--- src/rtl/spi_reg_master.sv ---
// Mode-0 SPI master for single register transactions: one {rd, addr} command
// byte followed by one data byte, framed by one chip-select assertion.
module spi_reg_master #(
   parameter int CLK_DIV       = 4,
   parameter int NUM_ADDR_BITS = 7,
   parameter int NUM_DATA_BITS = 8
) (
   input  logic                     clk,
   input  logic                     reset_n,
   input  logic                     start,
   input  logic                     rd,
   input  logic [NUM_ADDR_BITS-1:0] addr,
   input  logic [NUM_DATA_BITS-1:0] wr_data,
   output logic                     busy,
   output logic                     done,
   output logic [NUM_DATA_BITS-1:0] rd_data,
   output logic                     spi_cs0,
   output logic                     spi_clk,
   output logic                     spi_mosi,
   input  logic                     spi_miso
);

   localparam int FRAME_BITS = 1 + NUM_ADDR_BITS + NUM_DATA_BITS;
   localparam int CNT_W      = $clog2(FRAME_BITS + 1);

   typedef enum logic [1:0] {IDLE, SHIFT, HOLD, GAP} state_t;

   state_t                  state;
   logic [7:0]              div_cnt;
   logic [CNT_W-1:0]        bit_cnt;
   logic [FRAME_BITS-2:0]   tx_shift;
   logic [NUM_DATA_BITS-1:0] rx_shift;
   logic                    rd_latched;
   logic [FRAME_BITS-1:0]   frame_word;
   logic                    div_wrap;

   assign frame_word = {rd, addr, (rd ? {NUM_DATA_BITS{1'b0}} : wr_data)};
   assign div_wrap   = (div_cnt == 8'(CLK_DIV - 1));

   always_ff @(posedge clk or negedge reset_n) begin
      if (!reset_n) begin
         state      <= IDLE;
         div_cnt    <= '0;
         bit_cnt    <= '0;
         tx_shift   <= '0;
         rx_shift   <= '0;
         rd_latched <= 1'b0;
         busy       <= 1'b0;
         done       <= 1'b0;
         rd_data    <= '0;
         spi_cs0    <= 1'b1;
         spi_clk    <= 1'b0;
         spi_mosi   <= 1'b0;
      end else begin
         done <= 1'b0;
         case (state)
            IDLE: begin
               if (start) begin
                  tx_shift   <= frame_word[FRAME_BITS-2:0];
                  spi_mosi   <= frame_word[FRAME_BITS-1];
                  rd_latched <= rd;
                  spi_cs0    <= 1'b0;
                  busy       <= 1'b1;
                  div_cnt    <= '0;
                  bit_cnt    <= '0;
                  state      <= SHIFT;
               end
            end
            SHIFT: begin
               if (div_wrap) begin
                  div_cnt <= '0;
                  spi_clk <= ~spi_clk;
                  // Falling toggle: end of the high phase, sample and advance
                  if (spi_clk) begin
                     rx_shift <= {rx_shift[NUM_DATA_BITS-2:0], spi_miso};
                     tx_shift <= {tx_shift[FRAME_BITS-3:0], 1'b0};
                     bit_cnt  <= bit_cnt + 1'b1;
                     if (bit_cnt == CNT_W'(FRAME_BITS - 1)) begin
                        spi_mosi <= 1'b0;
                        state    <= HOLD;
                     end else begin
                        spi_mosi <= tx_shift[FRAME_BITS-2];
                     end
                  end
               end else begin
                  div_cnt <= div_cnt + 8'd1;
               end
            end
            HOLD: begin
               if (div_wrap) begin
                  div_cnt <= '0;
                  spi_cs0 <= 1'b1;
                  done    <= 1'b1;
                  if (rd_latched) rd_data <= rx_shift;
                  state   <= GAP;
               end else begin
                  div_cnt <= div_cnt + 8'd1;
               end
            end
            GAP: begin
               if (div_wrap) begin
                  div_cnt <= '0;
                  busy    <= 1'b0;
                  state   <= IDLE;
               end else begin
                  div_cnt <= div_cnt + 8'd1;
               end
            end
            default: state <= IDLE;
         endcase
      end
   end

endmodule

--- config.mk ---
export PLATFORM = sky130hd
export DESIGN_NAME = spi_reg_master
export DESIGN_NICKNAME = d
export VERILOG_FILES = /design/src/rtl/spi_reg_master.sv
export SDC_FILE = /design/constraint.sdc
export NUM_CORES = 1
export LEC_CHECK = 0
export CORE_MARGIN = 5
export CORE_UTILIZATION = 32
export DETAILED_ROUTE_END_ITERATION = 10
export GPL_TIMING_DRIVEN = 0
export PLACE_DENSITY = 0.54
export SYNTH_ARGS = -nofsm -noshare
export SYNTH_HDL_FRONTEND = slang
export SYNTH_SLANG_ARGS = --single-unit
--- constraint.sdc ---
create_clock -name clk -period 2.36 [get_ports clk]
set_input_delay 0.59 -clock clk [delete_from_list [all_inputs] [get_ports clk]]
set_output_delay 0.59 -clock clk [all_outputs]
set_load 0.005 [all_outputs]
### Word-level counts from Yosys, hierarchy flattened

Index checks and enable logic that the tools add are counted.

| storage, ports and cells | value |
|---|---|
| flip-flop bits (word level) | 52 |
| logic and storage cells | 71 |
| bits of input ports | 20 |
| output and inout port bits | 13 |

| operators by class | value |
|---|---|
| reduce and logical (&&, ||, !) cells | 13 |
| multiplexer cells | 32 |
| $add $sub $neg | 2 |
| bitwise gates (word level) | 1 |
| eq/ne operators | 11 |

Operators by type and width:

| operator | count |
|---|---|
| two-way mux 15 bit | 3 |
| one-hot mux 15 bit (2 select lines) | 1 |
| two-way mux 8 bit | 3 |
| one-hot mux 8 bit (2 select lines) | 1 |
| two-way mux 5 bit | 3 |
| two-way mux 2 bit | 6 |
| inequality test 2 bit (second input constant) | 6 |
| AND reduction 3 bit | 4 |
| two-way mux 1 bit | 10 |
| one-hot mux 5 bit (2 select lines) | 1 |
| adder 8 x 1 -> 8 bit (second input constant) | 1 |
| equality test 8 x 2 -> 1 bit (second input constant) | 1 |
| one-hot mux 2 bit (4 select lines) | 1 |
| one-hot mux 1 bit (2 select lines) | 3 |
| AND reduction 6 bit | 1 |
| nonzero test 2 bit | 3 |
| adder 5 x 1 -> 5 bit (second input constant) | 1 |
| equality test 5 x 4 -> 1 bit (second input constant) | 1 |
| equality test 2 bit (second input constant) | 2 |
| AND reduction 2 bit | 2 |
| AND reduction 4 bit | 1 |
| OR reduction 3 bit | 1 |
| equality test 2 x 1 -> 1 bit (second input constant) | 1 |
| logical NOT 2 bit | 1 |
| NOT 1 bit | 1 |

### Depth between registers and ports, before layout

Gate-level depths: netlist (run 1).

| logic depth | value |
|---|---|
| depth in word-level cells | 5 |
| gate-level depth with buffers | 8 |

### Least setup slack after synthesis (run 1)

No wires, ideal clock.

| timing | value |
|---|---|
| kind | flip-flop to flip-flop |
| start | register div_cnt[0] |
| end | register state[1] |
| clock period less this slack | 1.925 ns |
| path slack | 0.435 ns |
| required time | 2.232 ns |
| setup time | 0.128 ns |
| data arrival time | 1.798 ns |
| stages on the path, launching flop included | 6 |
| cell sequence | dfrtp_1 > ha_1 > nor4b_4 > nand4_2 > a221oi_2 > mux2_1 |

| between the ends | value |
|---|---|
| cells in the longest elaborated chain, start to end | 3 |

Ends and longest elaborated chain:

| element | RTL line | text |
|---|---|---|
| from (decl) | 29 | `logic [7:0] div_cnt;` |
| from (signal assigned) | 86 | `div_cnt <= div_cnt + 8'd1;` |
| from (signal assigned) | 97 | `div_cnt <= div_cnt + 8'd1;` |
| from (signal assigned) | 106 | `div_cnt <= div_cnt + 8'd1;` |
| equality test 8 x 2 -> 1 bit (*) | 38 | `assign div_wrap = (div_cnt == 8'(CLK_DIV - 1));` |
| inequality test 2 bit (no line) | - |  |
| AND reduction 6 bit (no line) (*) | - |  |
| to (signal assigned) | 42 | `state <= IDLE;` |
| to (signal assigned) | 66 | `state <= SHIFT;` |
| to (signal assigned) | 80 | `state <= HOLD;` |
| to (decl) | 28 | `state_t state;` |

Every way passes the cells marked *; elsewhere a longest branch is shown, timed or not.
A chain may end at the register's enable or synchronous reset.

### Worst setup path in the final report (run 1)

| timing | value |
|---|---|
| start | input port start |
| end | register tx_shift[1] |

| between the ends | value |
|---|---|
| cells in the longest elaborated chain, start to end | 2 |

Ends and longest elaborated chain:

| element | RTL line | text |
|---|---|---|
| from (decl) | 10 | `input logic start,` |
| inequality test 2 bit (no line) | - |  |
| AND reduction 4 bit (no line) | - |  |
| to (signal assigned) | 59 | `tx_shift <= frame_word[FRAME_BITS-2:0];` |
| to (signal assigned) | 76 | `tx_shift <= {tx_shift[FRAME_BITS-3:0], 1'b0};` |
| to (decl) | 31 | `logic [FRAME_BITS-2:0] tx_shift;` |

No other way between the ends.

==> flow_results.org, run 1 <==
** Floorplan
- The die is 98.92 µm wide.
- In this run the core area contains 32 standard-cell rows.
- Area of the core :: 0.007727 mm²
- Height of the chip :: 98.92 µm
- I/O Pins :: 33
- The floorplan step defined a die boundary enclosing 0.009784 mm².
- Once the floorplan was initialized, standard cells occupied 32.74% of the core.

** Routing
- Wirelength, routed :: 5289 µm
- Total via count in the routed design :: 1,790
- For this run, design rule violations remaining after detail routing come to 0.
- Detailed-router iteration count before antenna repair :: 4
- Vias per cell :: 4.945
- WL/cell :: 14.61 µm
- Number of DRC markers in iteration 0 :: 66
- Antenna Nets Post-Route :: 0

** Global route
- Sum of overflow across all layers after global routing :: 0
- The number of global-route vias before repair was 1,903.
- In the global route stage, overall resource usage came out at 11.51%.
- Pin count of the biggest net entering global routing :: 29
- Global-route wire length before repair :: 9287 µm
- The number of antenna violations at the first check in global routing is 0.

** Critical path
- STA classifies the critical path endpoint as a register.
- The critical path is of the primary input to register type.
- Startpoint types :: primary input
- In this run the worst path has a maximum fanout of 10.
- STA puts the critical path data required time at 2590 ps.
- Worst Path Arrival :: 2380 ps

** Yosys
- XOR/XNOR share of the synthesized area :: 1.039%
- Largest family of logic cells by synthesized area :: simple AND/OR/NAND/NOR gates
- Summing the areas of all compound-gate instances in the mapped netlist gives 14.54% of the synthesized area.
- Leading post-synthesis cells by cell area :: sky130_fd_sc_hd__dfrtp_1, sky130_fd_sc_hd__mux2_2, sky130_fd_sc_hd__ha_1, sky130_fd_sc_hd__a2bb2oi_1, sky130_fd_sc_hd__o221a_1
- Post-synth top area share :: 50.45%
- Proportion of synthesized chip area in sequential cells :: 51.48%
- Top FF cell, synth :: sky130_fd_sc_hd__dfrtp_1
- Post-synthesis cell type with the largest combined area :: sky130_fd_sc_hd__dfrtp_1
- The number of nets handed over by synthesis was 243.
- Counting every instance in the synthesized netlist gives 216.
- Proportion of synthesized flip-flops having asynchronous set or reset :: 100.0%
- Adder-cell share of the synthesized area :: 3.462%
- Library cells used by synthesis :: 46
- Mux share of post-synthesis cell area :: 10.04%
- Avg Cell Area, Syn :: 11.71 µm²
- For this run, the number of Yosys warnings is 0.
- Synthesized flop and latch total :: 52
- Area fraction in and, or, nand and nor cells after synthesis :: 16.12%
- Number of enable-type register cells in the synthesized netlist :: 0
- Syn Std Cell Area :: 0.002530 mm²

** Power and ir drop
- Cell internal power was estimated by the tool at 1252 µW.
- Clock Power Share :: 40.8%
- Pleak :: 0.001416 µW
- Net switching is 21.98% of the power.
- Switching power total :: 352.6 µW
- The share of total power dissipated in combinational logic is 3.6%.
- VDD sags by at most 0.2103 mV.
- Sequential share of power :: 55.6%
- Power density over cell area :: 510.9 mW/mm²

** Timing
- Setup violations remaining at the end of the flow were counted as 0.
- Highest clock rate :: 465.4 MHz
- On the final layout, the worst clock skew is 7.640 ps.
- Fin. Hold Viols :: 0
- The worst pin sits at a relative slew slack of 58.30%.
- Of the available clock period, the critical path in the final layout requires 91.05%.
- Setup repair after global routing left no endpoint under its margin.
- The number of max-slew violations in the final report came to 0.
- The clock period could shrink to 2149 ps.
- For the pin with the worst max-slew slack, the measured transition is 623.2 ps.

** Placed design
- Post-placement cell count :: 351
- Routability-driven placement finished with a final weighted congestion of 0.7502.
- Post-placement cell area :: 0.002993 mm²
- The wire-length estimate of the detail-placed layout is 3755 µm.
- IO Port Bufs :: 32

** Clock tree
- Clock-pin slew on the worst setup and hold paths :: 100 ps
- Number of buffers on the longest clock path :: 2
- For this design, the CTS-stage hold fixing added 0 buffers.
- CTS sink count :: 52
- Master cell of the clock root buffer :: sky130_fd_sc_hd__clkbuf_8
- Total clock buffers created by CTS :: 5
- TritonCTS built the clock tree.
- At the later pin of the worst-skew pair, clock insertion delay measures 300 ps.
- Max H-tree Level :: 2

** Run status
- Result of the run :: completed

** Flow run
- Maximum capacitance violations :: 0

** Worst hold path
- Kind of path behind the tightest hold check :: primary input to asynchronous set/reset pin

** Finish
- The multi-input combinational cells in the finished layout cover a total of 0.001149 mm².
- 0 antenna diodes ended up in the layout.
- Counting the fill cells in the layout gives 750.
- The finished cells cover 0.003141 mm².
- The sequential cells in the finished layout cover a total of 0.001303 mm².
- Layout cell share with drive strength beyond 1 :: 19.62%
- Leaving out filler cells and counting taps, the final layout contains 362.
- Area added between synthesis and finish :: 24.13%
- Final layout net count :: 286
power groups by stage:
stage               registers (µW)  clock network, µW  logic (µW)
detailed placement             909                  0        60.6
floorplan                      909                  0        5.35
finish                         892                654        58.5
global route                   892                705        66.1
CTS                            892                672        60.9
global placement               910                  0        57.8
sequential cells by signal, summed over array words and instances, names as in the netlist:
register	count
rd_latched	1
spi_clk	1
state	2
rd_data	8
bit_cnt	5
busy	1
tx_shift	15
div_cnt	8
spi_mosi	1
done	1
spi_cs0	1
rx_shift	8
what timing repair did:
item,in CTS,in global routing
gates resized for setup,0,4
buffers inserted,0,3
endpoints found under the hold margin,0,0
setup endpoints to repair,0,17
cell families (layout without fill, tap and decap cells):
group / after synthesis / in the layout
xor+xnor: 3 / 3
mux: 23 / 23
simple gates: 65 / 65
compound gates: 48 / 48
flops: 52 / 52
fa+ha+maj: 7 / 7
buf+inv: 18 / 62
synth_stat cells (2+ instances only):
| library cell | instances |
|---|---|
| sky130_fd_sc_hd__mux2_2 | 18 |
| sky130_fd_sc_hd__dfrtp_1 | 51 |
| sky130_fd_sc_hd__a22o_1 | 2 |
| sky130_fd_sc_hd__o221a_1 | 7 |
| sky130_fd_sc_hd__a41oi_1 | 2 |
| sky130_fd_sc_hd__and3_1 | 4 |
| sky130_fd_sc_hd__or3_1 | 7 |
| sky130_fd_sc_hd__nand4_1 | 4 |
| sky130_fd_sc_hd__a21oi_1 | 4 |
| sky130_fd_sc_hd__ha_1 | 7 |
| sky130_fd_sc_hd__a2bb2oi_1 | 9 |
| sky130_fd_sc_hd__nand2b_1 | 3 |
| sky130_fd_sc_hd__mux2i_1 | 4 |
| sky130_fd_sc_hd__inv_1 | 8 |
| sky130_fd_sc_hd__nand3_1 | 8 |
| sky130_fd_sc_hd__nand2_1 | 19 |
| sky130_fd_sc_hd__a31oi_1 | 3 |
| sky130_fd_sc_hd__clkbuf_1 | 7 |
| sky130_fd_sc_hd__or2_2 | 2 |
| sky130_fd_sc_hd__o22ai_1 | 2 |
| sky130_fd_sc_hd__and2_2 | 2 |
| sky130_fd_sc_hd__buf_6 | 2 |
| sky130_fd_sc_hd__o21ai_0 | 13 |
| sky130_fd_sc_hd__xnor2_1 | 3 |
| sky130_fd_sc_hd__nor2_1 | 4 |
worst max-delay path, stage by stage:
cell	delay, ps
sky130_fd_sc_hd__clkdlybuf4s50_1	470
sky130_fd_sc_hd__buf_2	250
sky130_fd_sc_hd__nand2_2	180
sky130_fd_sc_hd__or2_2	350
sky130_fd_sc_hd__nand2_1	190
sky130_fd_sc_hd__buf_6	180
sky130_fd_sc_hd__a2bb2oi_1	160
layout make-up:
| class | count | area share, % |
|---|---|---|
| clock inverter | 3 | 1.594 |
| inverter | 8 | 0.9562 |
| sequential | 52 | 41.47 |
| multi-input combinational | 146 | 36.57 |
| tap | 102 | 4.064 |
| buffer | 10 | 1.753 |
| clock buffer | 5 | 2.191 |
| timing repair buffer | 36 | 11.39 |
through the flow:
step                setup WS, ps  hold slack, ps  util (%)  setup TNS (ps)  total power [µW]
floorplan                  434.9           294.4         -               0             914.8
global placement          -991.5           488.8     38.54          -53420             967.4
detailed placement        -236.4           495.1     38.73           -3048             970.0
CTS                        93.49           295.8     40.27               0              1625
global route               5.625           321.6     40.64               0              1664
finish                     211.3           277.9     40.64               0              1604
layout by cell type, fill, tap and decap left out, drive strengths merged, types with 8 or more instances in the layout:
| master | count |
|---|---|
| nand2 | 19 |
| mux2 | 19 |
| inv | 10 |
| clkdlybuf4s50 | 31 |
| nand3 | 9 |
| clkbuf | 12 |
| buf | 8 |
| a2bb2oi | 9 |
| dfrtp | 51 |
| o21ai | 13 |
metal layers:
metal / track usage, % / part of all wire (%)
met5: 0 / 0
met4: 2.206 / 0.57
met3: 3.468 / 5.9
met2: 18.49 / 46
met1: 15.46 / 48
worst paths after layout:
check / start / endpoint / slack (ps) / cells past startpoint
max in group asynchronous: reset_n / rd_data[7] / 1530 / 2
worst max-delay path: start / tx_shift[1] / 210 / 7
min in group clk: rx_shift[7] / rx_shift[7] / 510 / 1
worst min register to register: rx_shift[7] / rx_shift[7] / 510 / 1
worst max register to register: state[0] / tx_shift[1] / 220 / 8
worst min-delay path: reset_n / div_cnt[1] / 280 / 1
No activity file was read; power rests on OpenSTA's default activity.
==> run 2, diff against run 1 <==
--- a/config.mk
+++ b/config.mk
@@ -6,10 +6,10 @@
 export NUM_CORES = 1
 export LEC_CHECK = 0
 export CORE_MARGIN = 5
-export CORE_UTILIZATION = 32
+export CORE_UTILIZATION = 55
 export DETAILED_ROUTE_END_ITERATION = 10
 export GPL_TIMING_DRIVEN = 0
-export PLACE_DENSITY = 0.54
+export PLACE_DENSITY = 0.83
 export SYNTH_ARGS = -nofsm -noshare
 export SYNTH_HDL_FRONTEND = slang
 export SYNTH_SLANG_ARGS = --single-unit
==> run 2 against run 1 <==
  * Clock-buffer cell count grew 1
  * Clock skew grew 0.59 ps
  * Clock power shrank 21%
  * Via count grew 3.4%
  * Sequential share of layout area grew 1.6 points
  * Worst hold slack lost 25 ps
  * Final cell count shrank 15%
  * Non-clock buffer count shrank 3
  * First-iteration DRC count grew 89%
  * Register-to-register slack lost 50 ps
  * Critical endpoint is now tx_shift[12]
  * Largest power group unchanged
==> flow_results.org, run 2 (synthesis gave the netlist of run 1 again) <==
** Power and ir drop
- Power density over cell area :: 484.4 mW/mm² (-5.2%)
- Post-layout total power :: 1463 µW (-8.8%)
- VDD IR max :: 0.3613 mV (+72%)
- Pleak :: 0.001379 µW (-2.6%)

** Run status
- The run finished with clean final reports.

** Finish
- Leaving out fill and tap cells, the most frequent cell in the layout is sky130_fd_sc_hd__dfrtp_1.
- The library cells used most frequently in the layout, excluding fill and tap cells, are sky130_fd_sc_hd__dfrtp_1, sky130_fd_sc_hd__clkdlybuf4s50_1, sky130_fd_sc_hd__nand2_1.
- Fill cell instance count of the final layout :: 321 (-57%)
- From synthesis to final layout, the design area changed by 19.39%.
- Max reg flops :: 15 (unchanged)
- The final net count came to 283 (-1.0%).
- Final standard cell utilization of the core :: 68.42% (+28 points)
- Layout cell share with drive strength beyond 1 :: 17.51% (-2.1 points)
- Register bank with the most flops :: tx_shift
- The total inserted antenna cells came to 0 (unchanged).
- Finished Cell Area :: 0.003020 mm² (-3.8%)

** Floorplan
- Area of the core :: 0.004414 mm² (-43%)
- The die outline width was 77.82 µm (-21%).
- Die ar. :: 0.006056 mm² (-38%)
- The die outline height is 77.82 µm (-21%).
- Initial Util :: 57.31% (+25 points)
- Total number of placement rows :: 24 (-25%)
- The I/O pin total is 33 (unchanged).

** Routing
- The average vias per placed instance is 5.990 (+21%).
- The via count came to 1,851 (+3.4%).
- The count of unresolved DRC violations after routing is 0 (unchanged).
- Wirelength, routed :: 5077 µm (-4.0%)
- The number of search-and-repair iterations in the first detailed-routing pass is 4 (unchanged).
- WL/cell :: 16.43 µm (+12%)
- Antenna Nets Post-Route :: 0 (unchanged)
- The initial detailed-routing violation count came to 125 (+89%).

** Clock tree
- TritonCTS built the clock tree.
- The clock tree buffer depth was 2 (unchanged).
- The CTS buffer count came to 5 (unchanged).
- The total clock sinks came to 52 (unchanged).
- Later-pin clock latency in the skew report :: 310 ps (about the same)
- The number of gates resized after CTS came to 0 (unchanged).
- The post-cts hold buffer count is 0 (unchanged).
- Master cell of the clock root buffer :: sky130_fd_sc_hd__clkbuf_8
- Max H-tree Level :: 2 (unchanged)
- The clock-pin slew on the worst setup and hold paths was 100 ps (about the same).
- The number of buffers added for setup after CTS is 0 (unchanged).

** Placed design
- The final HPWL from detailed placement is 3624 µm (-3.5%).
- The number of input and output port buffers inserted was 32 (unchanged).
- The placement-stage cell area is 0.002930 mm² (-2.1%).
- Minimum setup slack after placement :: -117.1 ps (+119.3 ps)
- GPL Wtd Cong :: 0.7794 (+3.9%)

** Timing
- Crit path time final :: 2195 ps (+46.23 ps)
- The final setup violation count was 0 (unchanged).
- Fin. Hold Viols :: 0 (unchanged)
- Total negative slack for setup checks :: 0 ps (unchanged)
- The share of the clock period used by the worst path after layout is 93.01% (+2.0 points).
- Fin worst setup slack :: 165.0 ps (-46.23 ps)
- The highest attainable clock frequency came to 455.6 MHz (-2.1%).
- The actual transition at the worst max-transition pin is 654.2 ps (+31.04 ps).
- The maximum clock skew at final layout came to 8.229 ps (+0.5897 ps).
- Setup repair after global routing left no endpoint under its margin.
- The relative slew slack came to 56.22% (-2.1 points).
- Max-slew violation total from the final report :: 0 (unchanged)

** Critical path
- The arrival time of the worst setup path came to 2400 ps (+20 ps).
- Reg-to-reg critical path startpoint :: state[0]
- The worst setup path is captured at a register.
- The depth of the worst register-to-register path was 8 (unchanged).
- Crit Path Max Fanout :: 10 (unchanged)
- The critical path in this run is classified as register to register.
- Following the worst setup path forward leads to its endpoint at tx_shift[12].
- The register-to-register setup slack was 170 ps (-50 ps).
- Critical register-to-register path endpoint :: tx_shift[12]
- The required time of the worst setup path is 2560 ps (-30 ps).
- The worst setup path is launched from a register.
- Worst setup path startpoint :: state[0]

** Worst hold path
- Kind of path behind the tightest hold check :: primary input to asynchronous set/reset pin

** Global route
- Sum of overflow across all layers after global routing :: 0 (unchanged)
- The pin count of the biggest net entering global routing is 31 (+6.9%).
- Number of global-route vias before repair :: 1,893 (-0.53%)
- Global-route wire length before repair :: 8907 µm (-4.1%)
- The number of antenna violations at the first check in global routing is 0 (unchanged).
- The total global-route track usage is 17.89% (+6.4 points).

** Flow run
- Maximum capacitance violations :: 0 (unchanged)
[run 2: cell count changes in the layout (fill, tap and decap cells not counted)]
cell	before	now
sky130_fd_sc_hd__inv_6	1	0
sky130_fd_sc_hd__nand2_1	18	19
sky130_fd_sc_hd__nand2b_2	1	0
sky130_fd_sc_hd__clkbuf_1	6	7
sky130_fd_sc_hd__buf_4	3	0
sky130_fd_sc_hd__inv_8	1	0
sky130_fd_sc_hd__nand2b_1	2	3
sky130_fd_sc_hd__clkinv_4	0	1
sky130_fd_sc_hd__clkinvlp_4	0	1
sky130_fd_sc_hd__nand2_2	1	0
sky130_fd_sc_hd__bufinv_16	1	0
[run 2: area by class of cell]
type	instances	area [µm²]	share of cell area (%)
Multi-Input combinational cell	146	1144	37.86
Tap cell	52	65.06	2.154
Buffer	10	55.05	1.823
Clock inverter	2	16.27	0.5385
Timing Repair Buffer	33	335.3	11.10
Clock buffer	6	72.57	2.403
Sequential cell	52	1303	43.12
Inverter	8	30.03	0.9942
[run 2: how the worst min path moves through the flow]
stage	start	endpoint	slack, ps
final	reset_n	tx_shift[5]	250
after global routing	reset_n	tx_shift[6]	290
after CTS	reset_n	tx_shift[5]	270
after detailed placement	rx_shift[7]	rx_shift[7]	500
after global placement	bit_cnt[4]	bit_cnt[4]	490
after floorplan	reset_n	bit_cnt[0]	290
[run 2: metrics by stage]
stage / std cells / hold WS (ps)
2_1_floorplan: 216 / 294.4
3_3_place_gp: 300 / 488.6
3_5_place_dp: 301 / 495.1
4_1_cts: 309 / 267.4
5_1_grt: 309 / 293.3
6_report: 309 / 252.8
[run 2: power by group]
group	leakage (µW)	switching [µW]	internal (µW)
clock network	0.0000414	302	212
logic	0.000672	25.0	32.4
registers	0.000666	0.603	891
[run 2: layer usage]
| layer | up-vias | GRT usage (%) | share of wire, % |
|---|---|---|---|
| li1 | 876 | - | - |
| met1 | 915 | 24.23 | 45 |
| met4 | 0 | 6.357 | 1.9 |
| met5 | - | 0 | 0 |
| met3 | 10 | 3.704 | 5.0 |
| met2 | 50 | 28.46 | 48 |
[run 2: critical path, stage by stage, from the launching register on]
cell                       delay, ps
sky130_fd_sc_hd__dfrtp_1         420
sky130_fd_sc_hd__inv_1           100
sky130_fd_sc_hd__ha_1            150
sky130_fd_sc_hd__clkbuf_1        280
sky130_fd_sc_hd__nand2b_1        290
sky130_fd_sc_hd__nand4_1         260
sky130_fd_sc_hd__nand2_1         180
sky130_fd_sc_hd__buf_6           190
sky130_fd_sc_hd__o221a_1         220
